## config.mk

```make
export PLATFORM = sky130hd
export DESIGN_NAME = control_sequencer
export DESIGN_NICKNAME = d
export VERILOG_FILES = /design/src/rtl/cpu_pkg.sv /design/src/rtl/ir_decoder.sv /design/src/rtl/control_sequencer.sv
export SDC_FILE = /design/constraint.sdc
export NUM_CORES = 1
export LEC_CHECK = 0
export BUFFER_PORTS_ARGS = -buffer_cell sky130_fd_sc_hd__buf_2
export CAP_MARGIN = 10
export CORE_AREA = 2 2 52 54
export CTS_BUF_LIST = sky130_fd_sc_hd__clkbuf_16
export CTS_CLUSTER_SIZE = 28
export DETAILED_ROUTE_END_ITERATION = 12
export DIE_AREA = 0 0 54 56
export GPL_TIMING_DRIVEN = 0
export MAX_ROUTING_LAYER = met4
export PLACE_DENSITY = 0.82
export SLEW_MARGIN = 10
export SYNTH_ARGS = -nofsm -noshare
export SYNTH_HDL_FRONTEND = slang
export SYNTH_SLANG_ARGS = --single-unit
```

## constraint.sdc

```tcl
create_clock -name Clock -period 2.25 [get_ports Clock]
set_clock_uncertainty 0.2 [all_clocks]
set_input_delay 0.225 -clock Clock [delete_from_list [all_inputs] [get_ports Clock]]
set_output_delay 0.225 -clock Clock [all_outputs]
set_load 0.005 [all_outputs]
```

## src/rtl/cpu_pkg.sv

```systemverilog
// cpu_pkg: shared FSM state encoding, opcodes and IR field positions.
// Macro CONTROL_SEQUENCER_MULDIV_EN makes MUL/DIV legal opcodes.
package cpu_pkg;

  typedef enum logic [3:0] {
    S_IDLE  = 4'd0,
    S_T0    = 4'd1,
    S_T1    = 4'd2,
    S_T2    = 4'd3,
    S_T3    = 4'd4,
    S_T4    = 4'd5,
    S_T5    = 4'd6,
    S_T6    = 4'd7,
    S_HALT  = 4'd8,
    S_FAULT = 4'd9
  } state_t;

  localparam logic [4:0] OP_ADD  = 5'b00100;
  localparam logic [4:0] OP_SUB  = 5'b00101;
  localparam logic [4:0] OP_AND  = 5'b00110;
  localparam logic [4:0] OP_OR   = 5'b00111;
  localparam logic [4:0] OP_SHR  = 5'b01000;
  localparam logic [4:0] OP_SHL  = 5'b01001;
  localparam logic [4:0] OP_ROR  = 5'b01010;
  localparam logic [4:0] OP_ROL  = 5'b01011;
  localparam logic [4:0] OP_MUL  = 5'b01110;
  localparam logic [4:0] OP_DIV  = 5'b01111;
  localparam logic [4:0] OP_HALT = 5'b11011;

  localparam int OPC_MSB = 31;
  localparam int OPC_LSB = 27;
  localparam int RA_MSB  = 26;
  localparam int RA_LSB  = 23;
  localparam int RB_MSB  = 22;
  localparam int RB_LSB  = 19;
  localparam int RC_MSB  = 18;
  localparam int RC_LSB  = 15;

`ifdef CONTROL_SEQUENCER_MULDIV_EN
  localparam bit MULDIV_EN = 1'b1;
`else
  localparam bit MULDIV_EN = 1'b0;
`endif

endpackage

```

## src/rtl/ir_decoder.sv

```systemverilog
// ir_decoder: splits IR into opcode/Ra/Rb/Rc and classifies the opcode.
// in: ir[31:0]; out: opcode, ra, rb, rc, is_alu, is_muldiv, is_halt, is_illegal.
module ir_decoder
  import cpu_pkg::*;
(
  input  logic [31:0] ir,
  output logic [4:0]  opcode,
  output logic [3:0]  ra,
  output logic [3:0]  rb,
  output logic [3:0]  rc,
  output logic        is_alu,
  output logic        is_muldiv,
  output logic        is_halt,
  output logic        is_illegal
);

  logic unused_bits;

  assign opcode = ir[OPC_MSB:OPC_LSB];
  assign ra     = ir[RA_MSB:RA_LSB];
  assign rb     = ir[RB_MSB:RB_LSB];
  assign rc     = ir[RC_MSB:RC_LSB];

  assign unused_bits = ^ir[RC_LSB-1:0];

  always_comb begin
    is_alu    = 1'b0;
    is_muldiv = 1'b0;
    is_halt   = 1'b0;
    case (opcode)
      OP_ADD, OP_SUB, OP_AND, OP_OR,
      OP_SHR, OP_SHL, OP_ROR, OP_ROL:
        is_alu = 1'b1;
      OP_MUL, OP_DIV:
        is_muldiv = MULDIV_EN;
      OP_HALT:
        is_halt = 1'b1;
      default: ;
    endcase
    is_illegal = !(is_alu || is_muldiv || is_halt);
  end

endmodule

```

## src/rtl/control_sequencer.sv

```systemverilog
// control_sequencer: hardwired fetch/decode/execute FSM driving DataPath strobes.
// in: Clock, clear(async low), run, ir, finished; out: bus/load strobes,
// Read, IncPC, start, RFSelect, opSelect, halted, fault.
// Macro CONTROL_SEQUENCER_MULDIV_EN adds MUL/DIV with the T6 HI writeback.
module control_sequencer
  import cpu_pkg::*;
#(
  parameter int MEM_WAIT    = 1,
  parameter int ALU_TIMEOUT = 64
) (
  input  logic        Clock,
  input  logic        clear,
  input  logic        run,
  input  logic [31:0] ir,
  input  logic        finished,
  output logic        PCout,
  output logic        RFout,
  output logic        RZLOout,
  output logic        RZHIout,
  output logic        MDRout,
  output logic        PCin,
  output logic        MARin,
  output logic        IRin,
  output logic        RYin,
  output logic        RZin,
  output logic        RFin,
  output logic        RHIin,
  output logic        RLOin,
  output logic        MDRin,
  output logic        Read,
  output logic        IncPC,
  output logic        start,
  output logic [3:0]  RFSelect,
  output logic [5:0]  opSelect,
  output logic        halted,
  output logic        fault
);

  localparam int WW = (MEM_WAIT > 1) ? $clog2(MEM_WAIT) : 1;
  localparam int TW = $clog2(ALU_TIMEOUT + 1);

  state_t state, next;
  logic [WW-1:0] wcnt;
  logic [TW-1:0] tcnt;

  logic [4:0] opcode;
  logic [3:0] ra, rb, rc;
  logic is_alu, is_muldiv, is_halt, is_illegal;

  ir_decoder u_dec (
    .ir         (ir),
    .opcode     (opcode),
    .ra         (ra),
    .rb         (rb),
    .rc         (rc),
    .is_alu     (is_alu),
    .is_muldiv  (is_muldiv),
    .is_halt    (is_halt),
    .is_illegal (is_illegal)
  );

  always_ff @(posedge Clock or negedge clear) begin
    if (!clear) state <= S_IDLE;
    else        state <= next;
  end

  // wcnt is loaded in T0 so T1 holds exactly MEM_WAIT cycles.
  always_ff @(posedge Clock or negedge clear) begin
    if (!clear) begin
      wcnt <= '0;
    end else if (state == S_T0) begin
      wcnt <= WW'(MEM_WAIT - 1);
    end else if (state == S_T1 && wcnt != '0) begin
      wcnt <= wcnt - 1'b1;
    end
  end

  // tcnt counts T4 cycles; zero marks the first T4 cycle.
  always_ff @(posedge Clock or negedge clear) begin
    if (!clear)              tcnt <= '0;
    else if (state == S_T4)  tcnt <= tcnt + 1'b1;
    else                     tcnt <= '0;
  end

  always_comb begin
    next     = state;
    PCout    = 1'b0;
    RFout    = 1'b0;
    RZLOout  = 1'b0;
    RZHIout  = 1'b0;
    MDRout   = 1'b0;
    PCin     = 1'b0;
    MARin    = 1'b0;
    IRin     = 1'b0;
    RYin     = 1'b0;
    RZin     = 1'b0;
    RFin     = 1'b0;
    RHIin    = 1'b0;
    RLOin    = 1'b0;
    MDRin    = 1'b0;
    Read     = 1'b0;
    IncPC    = 1'b0;
    start    = 1'b0;
    RFSelect = 4'd0;
    opSelect = 6'd0;
    halted   = 1'b0;
    fault    = 1'b0;
    unique case (state)
      S_IDLE: begin
        if (run) next = S_T0;
      end
      S_T0: begin
        PCout = 1'b1;
        MARin = 1'b1;
        IncPC = 1'b1;
        RZin  = 1'b1;
        next  = S_T1;
      end
      S_T1: begin
        RZLOout = 1'b1;
        PCin    = 1'b1;
        Read    = 1'b1;
        MDRin   = 1'b1;
        if (wcnt == '0) next = S_T2;
      end
      S_T2: begin
        MDRout = 1'b1;
        IRin   = 1'b1;
        next   = S_T3;
      end
      S_T3: begin
        if (is_halt) begin
          next = S_HALT;
        end else if (is_illegal) begin
          next = S_FAULT;
        end else begin
          RFout    = 1'b1;
          RYin     = 1'b1;
          RFSelect = rb;
          next     = S_T4;
        end
      end
      S_T4: begin
        RFout    = 1'b1;
        RFSelect = rc;
        RZin     = 1'b1;
        opSelect = {1'b0, opcode};
        start    = (tcnt == '0);
        if (finished)
          next = S_T5;
        else if (tcnt == TW'(ALU_TIMEOUT - 1))
          next = S_FAULT;
      end
      S_T5: begin
        RZLOout = 1'b1;
        if (is_muldiv) begin
`ifdef CONTROL_SEQUENCER_MULDIV_EN
          RLOin = 1'b1;
          next  = S_T6;
`else
          next  = S_FAULT;
`endif
        end else begin
          RFin     = 1'b1;
          RFSelect = ra;
          next     = run ? S_T0 : S_IDLE;
        end
      end
`ifdef CONTROL_SEQUENCER_MULDIV_EN
      S_T6: begin
        RZHIout = 1'b1;
        RHIin   = 1'b1;
        next    = run ? S_T0 : S_IDLE;
      end
`endif
      S_HALT: begin
        halted = 1'b1;
      end
      S_FAULT: begin
        fault = 1'b1;
      end
      default: begin
        next = S_IDLE;
      end
    endcase
  end

endmodule

```

-- Yosys cells after proc, flatten, opt, wreduce, memory -nomap -nowiden
Index checks and enable logic that the tools add are counted.
- add/sub/neg operators: 2
- bitwise logic cells: 1
- multiplexer cells: 30
- eq/ne operators: 21
- reductions and logical operators: 10
- operator list (cell ; count):
    4-bit 2-to-1 mux ; 8
    4-bit one-hot mux with 8 select lines ; 1
    5-bit by 3-bit == test with 1-bit output (second input constant) ; 4
    5-bit by 4-bit == test with 1-bit output (second input constant) ; 4
    1-bit 2-to-1 mux ; 17
    4-bit by 3-bit == test with 1-bit output (second input constant) ; 3
    4-bit one-hot mux with 3 select lines ; 1
    4-bit by 2-bit == test with 1-bit output (second input constant) ; 2
    4-bit == test (second input constant) ; 2
    8-bit OR reduction ; 1
    7-bit by 1-bit adder with 7-bit output (second input constant) ; 1
    7-bit by 6-bit == test with 1-bit output (second input constant) ; 1
    7-bit logical NOT ; 1
    7-bit 2-to-1 mux ; 1
    2-bit OR reduction ; 3
    5-bit == test (second input constant) ; 1
    5-bit 2-to-1 mux ; 1
    4-bit by 1-bit == test with 1-bit output (second input constant) ; 1
    4-bit logical NOT ; 1
    2-bit != test (second input constant) ; 2
    4-bit AND reduction ; 1
    3-bit by 2-bit != test with 1-bit output (second input constant) ; 1
    1-bit one-hot mux with 2 select lines ; 1
    2-bit nonzero test ; 1
    other kinds (4) ; 4
- register bits: 12
- output and inout port bits: 29

-- Depth between registers and ports, before layout
Gate-level depths: netlist of run 1.
- depth after elaboration: 7
- depth in mapped cells: 6
- depth with buffers taken out: 5

-- Modules after synthesis
Synthesis of run 1 repeated with hierarchy kept, for this count alone.
- cells, all modules: 135
- area total of the unflattened synthesis: 1128.6 sq um
- modules (own cells, without submodules) (module ; area an instance (sq um) ; cells each ; times used):
    control_sequencer ; 923.4 ; 108 ; 1
    ir_decoder ; 205.2 ; 27 ; 1

-- Worst setup path before layout of run 1
Ideal clock, no wire load.
- path kind: reg2reg
- start point: register state[0]
- end point: register state[0]
- setup slack: 0.555 ns
- path buffers: 1
- period minus slack after synthesis: 1.695 ns
- data arrival time: 1.367 ns
- data required time: 1.922 ns
- cell stages (with the launch flop): 6
- library setup time: 0.128 ns
- cell sequence: dfrtp_1 buf_4 nor4bb_2 nor3_2 o32ai_2 mux2_1
- longest elaborated chain between the ends: 4
- elaborated cells on any way between the ends: 16
- those cells by class: eq/ne: 11; mux: 1; bitwise: 1; reduce/logical: 3
- RTL lines (element ; line ; text):
    start: declaration ; control_sequencer.sv:42 ; state_t state, next;
    start signal: assignment ; control_sequencer.sv:64 ; else state <= next;
    parallel branches: the longest is 4 deep, another holds 4-bit one-hot mux with 8 select lines ; -- ;
Several ways; the timed one is not identified.
A chain may end at the register's enable or synchronous reset.

-- Worst setup path after layout of run 1
- start point: register state[0]
- end point: output port RFSelect[2]
- longest elaborated chain between the ends: 2
- elaborated cells on any way between the ends: 4
- those cells by class: eq/ne: 3; mux: 1
- RTL lines (element ; line ; text):
    4-bit by 3-bit == test with 1-bit output ; control_sequencer.sv:108 ; unique case (state)
    4-bit one-hot mux with 3 select lines (*) ; control_sequencer.sv:108 ;
    end: declaration ; control_sequencer.sv:33 ; output logic [3:0] RFSelect,
Mark *: on every way between the ends. The rest lies on a longest branch, timed or not.

==> results of run 1 <==
==> metal layers <==
metal	vias up	wire, um
li1	490	-
met1	433	892
met2	49	1035
met3	4	236
met4	0	38
met5	-	0
==> cell type report <==
type	instances	area (um2)
flip-flops and latches	12	300.3
plain buffers	15	106.4
fillers	209	1104
clock inverters	1	3.754
well taps	30	37.54
clock buffers	3	75.07
inverters	8	30.03
repair buffers	46	235.2
multi-input cells	84	540.5
==> sequential cells by signal (all words and copies together), names as in the netlist <==
signal / flops
wcnt: 1
tcnt: 7
state: 4
==> stage by stage <==
stage	total power, W	hold WS (ns)	utilization, %
5_1_grt	0.001344	0.1341	54.63
6_report	0.001247	0.1134	54.63
3_5_place_dp	0.0009365	-0.08709	50.98
3_3_place_gp	0.0009161	-0.09086	50.98
2_1_floorplan	0.0007211	-0.2706	-
4_1_cts	0.001263	0.1134	54.63
==> report_power, final <==
group	leakage (nW)	internal [W]	total, W	switching, W
Sequential	0.163	0.000251	0.000278	0.0000262
Combinational	0.516	0.000334	0.000651	0.000317
Clock	0.0385	0.000233	0.000318	0.0000850
Total	0.717	0.000818	0.00125	0.000428
==> cell usage after synthesis (2+ instances only) <==
cell,instances,area share [%]
sky130_fd_sc_hd__a21boi_0,2,1.6
sky130_fd_sc_hd__ha_1,2,2.6
sky130_fd_sc_hd__nand3_1,5,2.6
sky130_fd_sc_hd__xor2_1,2,1.8
sky130_fd_sc_hd__buf_4,10,7.8
sky130_fd_sc_hd__o21a_1,2,1.6
sky130_fd_sc_hd__nor3_1,4,2.1
sky130_fd_sc_hd__nand2b_1,5,3.2
sky130_fd_sc_hd__buf_2,4,2.1
sky130_fd_sc_hd__nor2b_1,3,1.9
sky130_fd_sc_hd__a22oi_1,4,3.1
sky130_fd_sc_hd__and2_1,6,3.9
sky130_fd_sc_hd__xnor2_1,2,1.8
sky130_fd_sc_hd__inv_1,8,3.1
sky130_fd_sc_hd__o21ai_0,5,2.6
sky130_fd_sc_hd__nand4b_1,2,1.8
sky130_fd_sc_hd__dfrtp_1,12,31
sky130_fd_sc_hd__nand2_1,5,1.9
sky130_fd_sc_hd__nor2_1,14,5.4
==> path summary, 6_finish.rpt <==
check                      startpoint  slack [ns]     endpoint
hold / removal               finished        0.11     state[2]
hold reg to reg               tcnt[0]        0.27      tcnt[0]
max in group asynchronous       clear        1.45     state[3]
setup / recovery             state[0]        0.19  RFSelect[2]
setup reg to reg             state[0]        0.46     state[0]
min in group asynchronous       clear        0.19      tcnt[3]
==> cells by family (layout without fill, tap and decap cells) <==
logic type                 count (synthesis)  after routing
xor gates and xnor gates                   4              4
AOI/OAI and AO/OA                         20             20
DFF                                       12             12
buffers and inverters                     23             73
muxes                                      1              1
adders and majority gates                  2              2
other                                      1              4
and+or+nand+nor                           53             53
==> timing repair <==
item,CTS,global route
endpoints found under the hold margin,12,0
hold buffers,1,0
setup endpoints to repair,0,0
buffers inserted,0,0
==> layout by cell type, fill, tap and decap left out, drive strengths merged, types with 2 or more instances in the layout <==
cell	netlist	final
a21boi	2	2
a22oi	4	4
and2	6	6
buf	15	60
clkbuf	0	3
conb	1	4
dfrtp	12	12
ha	2	2
inv	8	8
nand2	5	5
nand2b	6	6
nand3	5	5
nand4b	2	2
nor2	15	15
nor2b	3	3
nor3	5	5
o21a	2	2
o21ai	5	5
xnor2	2	2
xor2	2	2
==> critical path, cell delays in order, from the launching register on <==
cell                       delay [ns]
sky130_fd_sc_hd__dfrtp_1         0.41
sky130_fd_sc_hd__buf_4           0.19
sky130_fd_sc_hd__nand2b_1        0.23
sky130_fd_sc_hd__nor2_2          0.23
sky130_fd_sc_hd__a22oi_1         0.12
sky130_fd_sc_hd__o21ai_0         0.08
sky130_fd_sc_hd__buf_2           0.13
==> implementation parameters, run 1 <==
Parameter                              Value

Placed design
  Setup WS pre-CTS ... 0.4394 ns
  Placement-stage cell area ... 0.001240 mm2
  Detailed placer's ending HPWL ... 1.765 mm
  Placed instance count ... 194
  Number of buffers inserted by port buffering ... 45
  Placer's final routability congestion estimate ... 0.8994

Die
  Number of I/O pins ... 65
  Total Die Area ... 0.003024 mm2
  Die outline height ... 56 um
  Std cell rows ... 18
  Die outline width ... 54 um
  Initial core utilization ... 39.71%
  Area of the core ... 0.002432 mm2

Timing
  Maximum achievable frequency ... 485.7 MHz
  Final Setup Violations ... 0
  Number of pins with negative max-slew slack in the final report ... 0
  Final-report hold violation count ... 0
  Final period demand of the worst path ... 2.059 ns
  Worst Slack Setup Final ... 0.1911 ns
  Fin crit share ... 91.51%
  Setup TNS after final layout ... 0 ns
  Unrepaired setup endpoints after global routing ... no

Clocking
  CTS tree ... built
  Source-to-sink clock delay at the later pin of the worst-skew pair ... 0.24 ns
  Clock transition at path regs ... 0.04 ns
  Clock buffers created by TritonCTS ... 3
  CTS Root Cell ... sky130_fd_sc_hd__clkbuf_16
  Number of clock sinks ... 12
  Max clock buf depth ... 2
  Count of H-tree levels built during CTS ... 1
  Count of cells resized by post-cts repair ... 0

Logic synthesis
  Average cell area after synthesis ... 8.327 um2
  Number of flops mapped to enable cells by yosys ... 0
  Post-synthesis mux area share ... 1.166%
  Largest family of logic cells by synthesized area ... simple AND/OR/NAND/NOR gates
  Main synth FF type ... sky130_fd_sc_hd__dfrtp_1
  Simple-gate area share of the yosys netlist ... 31.99%
  Share of synthesized cell area in full adder, half adder and majority cells ... 2.591%
  Cell count after synthesis ... 116
  XOR/XNOR share of the synthesized area ... 3.627%
  Number of distinct standard cells referenced by the synthesized netlist ... 38
  Fraction of synthesis flops using an asynchronous set or reset pin ... 100.0%
  Yosys warnings ... 0
  #FFs+latches synth ... 12
  Synth Area in Compound Gates ... 15.03%
  Synthesized area ... 965.9 um2
  Fraction of the yosys area taken by sequential cells ... 31.09%

Pwr
  Leakage power of the design ... 0.7168 nW
  Total power divided by cell area ... 938.3 mW/mm2
  Peak supply drop ... 0.0006388 V

Cells and area
  Number of standard cells in the layout, taps in and fillers out ... 199
  Area added between synthesis and finish ... 37.56%
  Final-stage net count ... 208
  Fraction of layout cells with a size suffix above 1 ... 40.24%
  Total non-filler cell area in the finished layout ... 0.001329 mm2
  Antenna cell count ... 0

Setup path
  CP Max Fanout ... 10
  CP required ... 1.82 ns
  Arr. time, crit path ... 1.63 ns
  R2R cell count ... 5
  Critical path start-end classification ... reg -> out
  Sort of element at the start of the critical path ... register
  Sort of element at the end of the critical path ... output port

Drt
  Number of DRC markers in iteration 0 ... 24
  Number of design rule violations left after detail routing ... 0
  Aggregate routed wire length ... 2.202 mm
  Detailed-routing iteration count for the pre-antenna-repair pass ... 5
  Post-DR wirelength/cell ... 11.07 um
  Residual antenna-violating net count after detailed routing ... 0
  Number of vias in the routed layout ... 976
  DR vias/cell ... 4.905

Global route
  Via count of the first global-routing pass ... 819
  Met3 track utilization from global routing ... 3.226%
  Overflow left after global routing ... 0
  Initial antenna violation count ... 0
  Global routing usage summed across all routing layers ... 15.41%
  GR met1 Demand/Resource ... 16.92%
  GRT busiest layer ... met2
  Met2 GRT Util ... 26.13%
  Wire length of the first global-routing pass ... 3.381 mm
  Maximum number of pins on one net before global-route repair ... 13

Flow run
  Reported max-cap violation count ... 0

Hold path
  Classification of the worst-slack hold path ... in -> reg
  Hold path depth ... 3

Run status
  Outcome ... complete, no violations
Power figures use the tool's default switching activity.
==> run 2: changes to the inputs <==
--- a/config.mk
+++ b/config.mk
@@ -15,6 +15,7 @@
 export GPL_TIMING_DRIVEN = 0
 export MAX_ROUTING_LAYER = met4
 export PLACE_DENSITY = 0.82
+export REMOVE_ABC_BUFFERS = 1
 export SLEW_MARGIN = 10
 export SYNTH_ARGS = -nofsm -noshare
 export SYNTH_HDL_FRONTEND = slang
==> run 2 against run 1 <==
Compared with the run above:
- sequential share of layout area is 1.8 points higher
- combinational power is 25% lower
- global-route usage is 2.7 points higher
- non-clock buffer count is 15 lower
- die area stayed put
- final cell count is 7.5% lower
- highest routed layer unchanged
- register-to-register slack worse by 0.16 ns
- sequential power is 26% higher
- worst setup slack worse by 0.041 ns
- largest power group unchanged
- largest cell class unchanged
==> implementation parameters, run 2 (synthesized netlist as in run 1, its figures left out) <==
Parameter                              Value

Drt
  Number of DRC markers in iteration 0 ... 25 (+4.2%)
  DR vias/cell ... 5.120 (+4.4%)
  Number of vias in the routed layout ... 942 (-3.5%)
  Aggregate routed wire length ... 2.364 mm (+7.4%)
  Uppermost layer routed ... met4
  Sum of met2 wire segment lengths after detailed routing ... 1.240 mm (+20%)
  Number of design rule violations left after detail routing ... 0 (unchanged)
  Residual antenna-violating net count after detailed routing ... 0 (unchanged)
  Detailed-routing iteration count for the pre-antenna-repair pass ... 4 (-1)
  Met1 routed wirelength after detailed routing ... 908 um (+1.8%)
  Post-DR wirelength/cell ... 12.85 um (+16%)
  Met3 routed wirelength ... 171 um (-28%)

Setup path
  R2R cell count ... 4 (-1)
  Flop-to-flop setup slack ... 0.30 ns (-0.16 ns)
  Critical path start-end classification ... reg -> out
  Arr. time, crit path ... 1.67 ns (+0.04 ns)
  Sort of element at the start of the critical path ... register
  Sort of element at the end of the critical path ... output port
  Worst flop-to-flop path endpoint ... state[0]
  CP required ... 1.82 ns (about the same)
  Launch point of the worst reg-to-reg path ... state[1]
  CP Max Fanout ... 12 (+2)

Cells and area
  Commonest non-fill, non-tap cell in the layout ... sky130_fd_sc_hd__buf_2
  Number of fillers in the final layout ... 228 (+9.1%)
  Register cell area after layout ... 302.8 um2 (+0.83%)
  Reg with most FFs ... tcnt
  Antenna cell count ... 0 (unchanged)
  Fraction of layout cells with a size suffix above 1 ... 37.66% (-2.6 points)
  Final-stage net count ... 193 (-7.2%)
  End-of-flow core utilization ... 51.03% (-3.6 points)
  Area added between synthesis and finish ... 28.50%
  Flip-flop count of the largest register after layout ... 7 (unchanged)
  Most used cells in the layout excluding fill and tap cells ... sky130_fd_sc_hd__buf_2, sky130_fd_sc_hd__nor2_1, sky130_fd_sc_hd__dfrtp_1
  Largest regs ... tcnt x7, state x4, wcnt x1
  Combined area of the multi-input logic cells ... 556.8 um2 (+3.0%)

Timing
  Final-report hold violation count ... 0 (unchanged)
  Maximum achievable frequency ... 476.2 MHz (-2.0%)
  Fin crit share ... 93.33% (+1.8 points)
  Final period demand of the worst path ... 2.100 ns (+0.04101 ns)
  Final Setup Violations ... 0 (unchanged)
  Number of pins with negative max-slew slack in the final report ... 0 (unchanged)
  Setup TNS after final layout ... 0 ns (unchanged)
  Unrepaired setup endpoints after global routing ... no

Clocking
  Clock buffers created by TritonCTS ... 3 (unchanged)
  CTS Root Cell ... sky130_fd_sc_hd__clkbuf_16
  CTS tree ... built
  Number of clock sinks ... 12 (unchanged)
  Max clock buf depth ... 2 (unchanged)
  Clock transition at path regs ... 0.04 ns (about the same)
  Count of H-tree levels built during CTS ... 1 (unchanged)
  Source-to-sink clock delay at the later pin of the worst-skew pair ... 0.24 ns (about the same)

Placed design
  Placer's final routability congestion estimate ... 0.8424 (-6.3%)
  Number of buffers inserted by port buffering ... 45 (unchanged)
  Detailed placer's ending HPWL ... 1.763 mm (-0.11%)

Hold path
  Classification of the worst-slack hold path ... in -> reg
  Hold path depth ... 3 (unchanged)
  Hold Crit Start ... finished
  Endpoint with the worst hold slack ... state[2]

Global route
  Initial antenna violation count ... 0 (unchanged)
  Global routing usage summed across all routing layers ... 18.08% (+2.7 points)
  Maximum number of pins on one net before global-route repair ... 13 (unchanged)
  Wire length of the first global-routing pass ... 3.974 mm (+18%)
  Via count of the first global-routing pass ... 914 (+12%)
  Overflow left after global routing ... 0 (unchanged)

Die
  Total Die Area ... 0.003024 mm2 (unchanged)
  Die outline height ... 56 um (unchanged)
  Area of the core ... 0.002432 mm2 (unchanged)
  Die outline width ... 54 um (unchanged)
  Number of I/O pins ... 65 (unchanged)
  Initial core utilization ... 39.71% (unchanged)
  Std cell rows ... 18 (unchanged)

Pwr
  Leakage power of the design ... 0.6396 nW (-11%)
  Power after layout ... 0.001165 W (-6.6%)
  Peak supply drop ... 0.0007102 V (+11%)
  Total power divided by cell area ... 938.2 mW/mm2 (about the same)

Run status
  Outcome ... complete, no violations

Flow run
  Reported max-cap violation count ... 0 (unchanged)
## run 2: cell count changes in the layout (fill, tap and decap cells not counted), moves of 2 or more
cell                      before  now
sky130_fd_sc_hd__buf_2        49   45
sky130_fd_sc_hd__buf_4        10    0
sky130_fd_sc_hd__dfrtp_1      12   10
sky130_fd_sc_hd__dfrtp_2       0    2
## run 2: worst max-delay path: stages (launching register included)
cell and delay (ns):
sky130_fd_sc_hd__dfrtp_1 0.49, sky130_fd_sc_hd__nand2b_4 0.23, sky130_fd_sc_hd__nand2b_2 0.29, sky130_fd_sc_hd__nor4b_2 0.27, sky130_fd_sc_hd__buf_2 0.15
## run 2: metal layers
metal  vias up  GRT usage (%)
li1        458              -
met1       432          20.50
met2        44          29.62
met3         8          4.570
met4         0          7.143
met5         -              -
## run 2: how the worst max path moves through the flow
| stage | from | endpoint | cells after the start |
|---|---|---|---|
| detailed placement | state[3] | RFSelect[3] | 5 |
| global route | state[3] | RFSelect[3] | 5 |
| CTS | state[3] | RFSelect[3] | 5 |
| finish | state[1] | start | 4 |
| global placement | state[3] | RFSelect[3] | 5 |
| floorplan | state[1] | state[0] | 4 |
## run 2: cell type report
type	count	share of cell area, %
multi-input cells	84	44.86
inverters	8	2.419
well taps	30	3.024
clock inverters	1	0.3024
flip-flops and latches	12	24.40
repair buffers	46	18.95
clock buffers	3	6.048
## run 2: stage by stage
stage	area [um2]	cells	hold WS, ns	setup slack, ns
after global placement	1134	179	-0.08810	0.2081
after detailed placement	1134	179	-0.08084	0.07858
final	1241	184	0.1132	0.1501
after CTS	1227	184	0.1131	0.03902
after floorplan	870.8	104	-0.2706	0.4452
after global routing	1241	184	0.1377	0.02194
## run 2: report_power, final
group	internal (W)	switching, W
Combinational	0.000252	0.000233
Sequential	0.000254	0.0000962
Clock	0.000234	0.0000959
## run 2: timing repair
item / in CTS / in global routing
cloned: 0 / 0
resized for setup: 2 / 4
endpoints found under the hold margin: 12 / 0
setup endpoints to repair: 9 / 5
pin swaps: 0 / 0
setup buffers: 0 / 0
hold buffers: 1 / 0
==> run 3: changes to the inputs <==
--- a/config.mk
+++ b/config.mk
@@ -14,7 +14,7 @@
 export DIE_AREA = 0 0 54 56
 export GPL_TIMING_DRIVEN = 0
 export MAX_ROUTING_LAYER = met4
-export PLACE_DENSITY = 0.82
+export PLACE_DENSITY = 0.72
 export REMOVE_ABC_BUFFERS = 1
 export SLEW_MARGIN = 10
 export SYNTH_ARGS = -nofsm -noshare
==> run 3 against run 2 <==
Compared with the run above:
- non-clock buffer count unchanged
- first-iteration DRC count down 64%
- sequential share of layout area is 0.20 points higher
- design area decreased by 1.2%
- worst setup slack worse by 0.14 ns
- count of clock-buffer cells in the layout did not move
- sequential cell count is the same
- core utilization is 0.62 points lower
- critical path depth unchanged
- routed wire length increased by 0.93%
- register-to-register slack worse by 0.08 ns
- maximum frequency fell by 6.3%
==> implementation parameters, run 3 (synthesized netlist as in run 1, its figures left out) <==
Parameter                              Value

Pwr
  Cell-internal power ... 0.0007327 W (-0.94%)
  Total power divided by cell area ... 945.1 mW/mm2 (+0.73%)
  Power after layout ... 0.001159 W (-0.49%)
  Net switching fraction of the power ... 36.78% (+0.29 points)
  Clock group share of total power ... 28.5% (+0.2 points)
  Share of power burned in registers ... 30.3% (+0.2 points)
  Comb pwr share ... 41.1% (-0.5 points)
  Switching power ... 0.0004262 W (+0.29%)
  Leakage power of the design ... 0.6367 nW (-0.45%)
  Peak supply drop ... 0.0006692 V (-5.8%)

Setup path
  Critical path, cell by cell ... nand2b_4 > nand2b_1 > nor4b_1 > buf_2
  Sort of element at the start of the critical path ... register
  Max incr delay on CP ... 0.49 ns (about the same)
  Launch point of the worst reg-to-reg path ... state[1]
  CP Max Fanout ... 12 (unchanged)
  CP required ... 1.82 ns (about the same)
  Critical path start-end classification ... reg -> out
  Cell family contributing the most delay on the critical path ... simple AND/OR/NAND/NOR gates
  CP max stage cell ... sky130_fd_sc_hd__dfrtp_1
  Flop-to-flop setup slack ... 0.22 ns (-0.08 ns)
  Sort of element at the end of the critical path ... output port
  Launching instance or port of the critical path ... state[1]
  WP buf/inv ... 1 (unchanged)
  Arr. time, crit path ... 1.82 ns (+0.15 ns)

Hold path
  Classification of the worst-slack hold path ... in -> reg
  Hold Crit Start ... finished

Flow run
  Reported max-cap violation count ... 0 (unchanged)

Timing
  Worst Slack Setup Final ... 0.008208 ns (-0.1419 ns)
  Setup TNS after final layout ... 0 ns (unchanged)
  Final-report hold violation count ... 0 (unchanged)
  Final Setup Violations ... 0 (unchanged)
  Number of pins with negative max-slew slack in the final report ... 0 (unchanged)
  Final period demand of the worst path ... 2.242 ns (+0.1419 ns)
  Fin crit share ... 99.64% (+6.3 points)
  Unrepaired setup endpoints after global routing ... yes
  Maximum achievable frequency ... 446.1 MHz (-6.3%)

Clocking
  Clock buffers created by TritonCTS ... 3 (unchanged)
  CTS Root Cell ... sky130_fd_sc_hd__clkbuf_16
  Setup fix buffers added after clock tree synthesis ... 0 (unchanged)
  Number of clock sinks ... 12 (unchanged)
  Max clock buf depth ... 2 (unchanged)
  Count of H-tree levels built during CTS ... 1 (unchanged)
  CTS tree ... built
  Source-to-sink clock delay at the later pin of the worst-skew pair ... 0.24 ns (about the same)
  Clock transition at path regs ... 0.05 ns (about the same)

Drt
  Detailed-routing iteration count for the pre-antenna-repair pass ... 4 (unchanged)
  Number of DRC markers in iteration 0 ... 9 (-64%)
  Residual antenna-violating net count after detailed routing ... 0 (unchanged)
  Uppermost layer routed ... met3
  Met3 routed wirelength ... 134 um (-22%)
  DR vias/cell ... 4.989 (-2.5%)
  Number of vias in the routed layout ... 918 (-2.5%)
  Aggregate routed wire length ... 2.386 mm (+0.93%)
  Post-DR wirelength/cell ... 12.97 um (+0.93%)
  Number of design rule violations left after detail routing ... 0 (unchanged)
  Met1 routed wirelength after detailed routing ... 999 um (+10%)
  Sum of met2 wire segment lengths after detailed routing ... 1.251 mm (+0.89%)

Die
  Die outline height ... 56 um (unchanged)
  Total Die Area ... 0.003024 mm2 (unchanged)
  Std cell rows ... 18 (unchanged)
  Die outline width ... 54 um (unchanged)
  Initial core utilization ... 39.71% (unchanged)
  Number of I/O pins ... 65 (unchanged)
  Area of the core ... 0.002432 mm2 (unchanged)

Cells and area
  Area added between synthesis and finish ... 26.94%
  Most used cells in the layout excluding fill and tap cells ... sky130_fd_sc_hd__buf_2, sky130_fd_sc_hd__nor2_1, sky130_fd_sc_hd__dfrtp_1
  Fraction of layout cells with a size suffix above 1 ... 35.71% (-1.9 points)
  Largest regs ... tcnt x7, state x4, wcnt x1
  Commonest non-fill, non-tap cell in the layout ... sky130_fd_sc_hd__buf_2
  Number of standard cells in the layout, taps in and fillers out ... 184 (unchanged)
  Final-stage net count ... 193 (unchanged)
  Reg with most FFs ... tcnt
  Flip-flop count of the largest register after layout ... 7 (unchanged)
  Antenna cell count ... 0 (unchanged)

Global route
  Via count of the first global-routing pass ... 889 (-2.7%)
  Global routing usage summed across all routing layers ... 17.08% (-1.0 points)
  Maximum number of pins on one net before global-route repair ... 13 (unchanged)
  Initial antenna violation count ... 0 (unchanged)
  Overflow left after global routing ... 0 (unchanged)
  Wire length of the first global-routing pass ... 3.836 mm (-3.5%)

Placed design
  Placer's final routability congestion estimate ... 0.8239 (-2.2%)
  Number of buffers inserted by port buffering ... 45 (unchanged)
  Placed instance count ... 179 (unchanged)
  Setup WS pre-CTS ... 0.1295 ns (+0.05091 ns)
  Detailed placer's ending HPWL ... 1.817 mm (+3.1%)

Run status
  Outcome ... complete, no violations
run 3: changes by cell type in the layout (fill, tap and decap cells not counted):
| cell | change |
|---|---|
| sky130_fd_sc_hd__nand2b_2 | -1 |
| sky130_fd_sc_hd__nand2b_1 | +1 |
| sky130_fd_sc_hd__dfrtp_2 | -1 |
| sky130_fd_sc_hd__nor2_2 | +1 |
| sky130_fd_sc_hd__nor4b_1 | +1 |
| sky130_fd_sc_hd__nor4b_2 | -1 |
| sky130_fd_sc_hd__nor2_4 | -1 |
| sky130_fd_sc_hd__dfrtp_1 | +1 |
run 3: cell type report:
class	instances	area [um2]
sequential	12	301.5
inverter	8	30.03
tap	30	37.54
clock inverter	1	3.754
fill	233	1206
multi-input combinational	84	543.0
timing repair buffer	46	235.2
clock buffer	3	75.07
run 3: power groups by stage:
stage,logic [W],registers [W],clock network [W]
after floorplan,0.000293,0.000324,0
after global placement,0.000466,0.000348,0
after detailed placement,0.000479,0.000351,0
after CTS,0.000485,0.000348,0.000334
after global routing,0.000539,0.000363,0.000348
final,0.000476,0.000352,0.000331
run 3: per-stage QoR:
step           util, %  cell area [um2]  hold WS (ns)
2_1_floorplan        -            870.8       -0.2706
3_3_place_gp     46.60             1134      -0.08843
3_5_place_dp     46.60             1134      -0.08267
4_1_cts          50.36             1225       0.09614
5_1_grt          50.41             1226        0.1089
6_report         50.41             1226       0.09575
run 3: final timing paths:
kind,end,cells after the start
max in group asynchronous,state[0],2
min,state[2],3
min in group asynchronous,tcnt[2],2
max reg2reg,state[0],4
min reg2reg,tcnt[0],1
max,start,4
run 3: layer usage:
layer | GRT usage (%) | vias to the layer above
li1 | - | 461
met5 | - | -
met3 | 4.032 | 0
met4 | 3.929 | 0
met1 | 20.10 | 426
met2 | 28.75 | 31
run 3: timing repair:
| action | in CTS | in global routing |
|---|---|---|
| cloned | 0 | 0 |
| endpoints found under the hold margin | 12 | 0 |
| endpoints found under the setup margin | 9 | 5 |
| resized for setup | 1 | 1 |
| hold buffers | 1 | 0 |
run 3: worst register-to-register path, cell delays in order, from the launching register on:
cell	delay [ns]
sky130_fd_sc_hd__dfrtp_1	0.49
sky130_fd_sc_hd__nand2b_4	0.23
sky130_fd_sc_hd__nand2b_1	0.31
sky130_fd_sc_hd__o32ai_2	0.31
sky130_fd_sc_hd__mux2_1	0.35
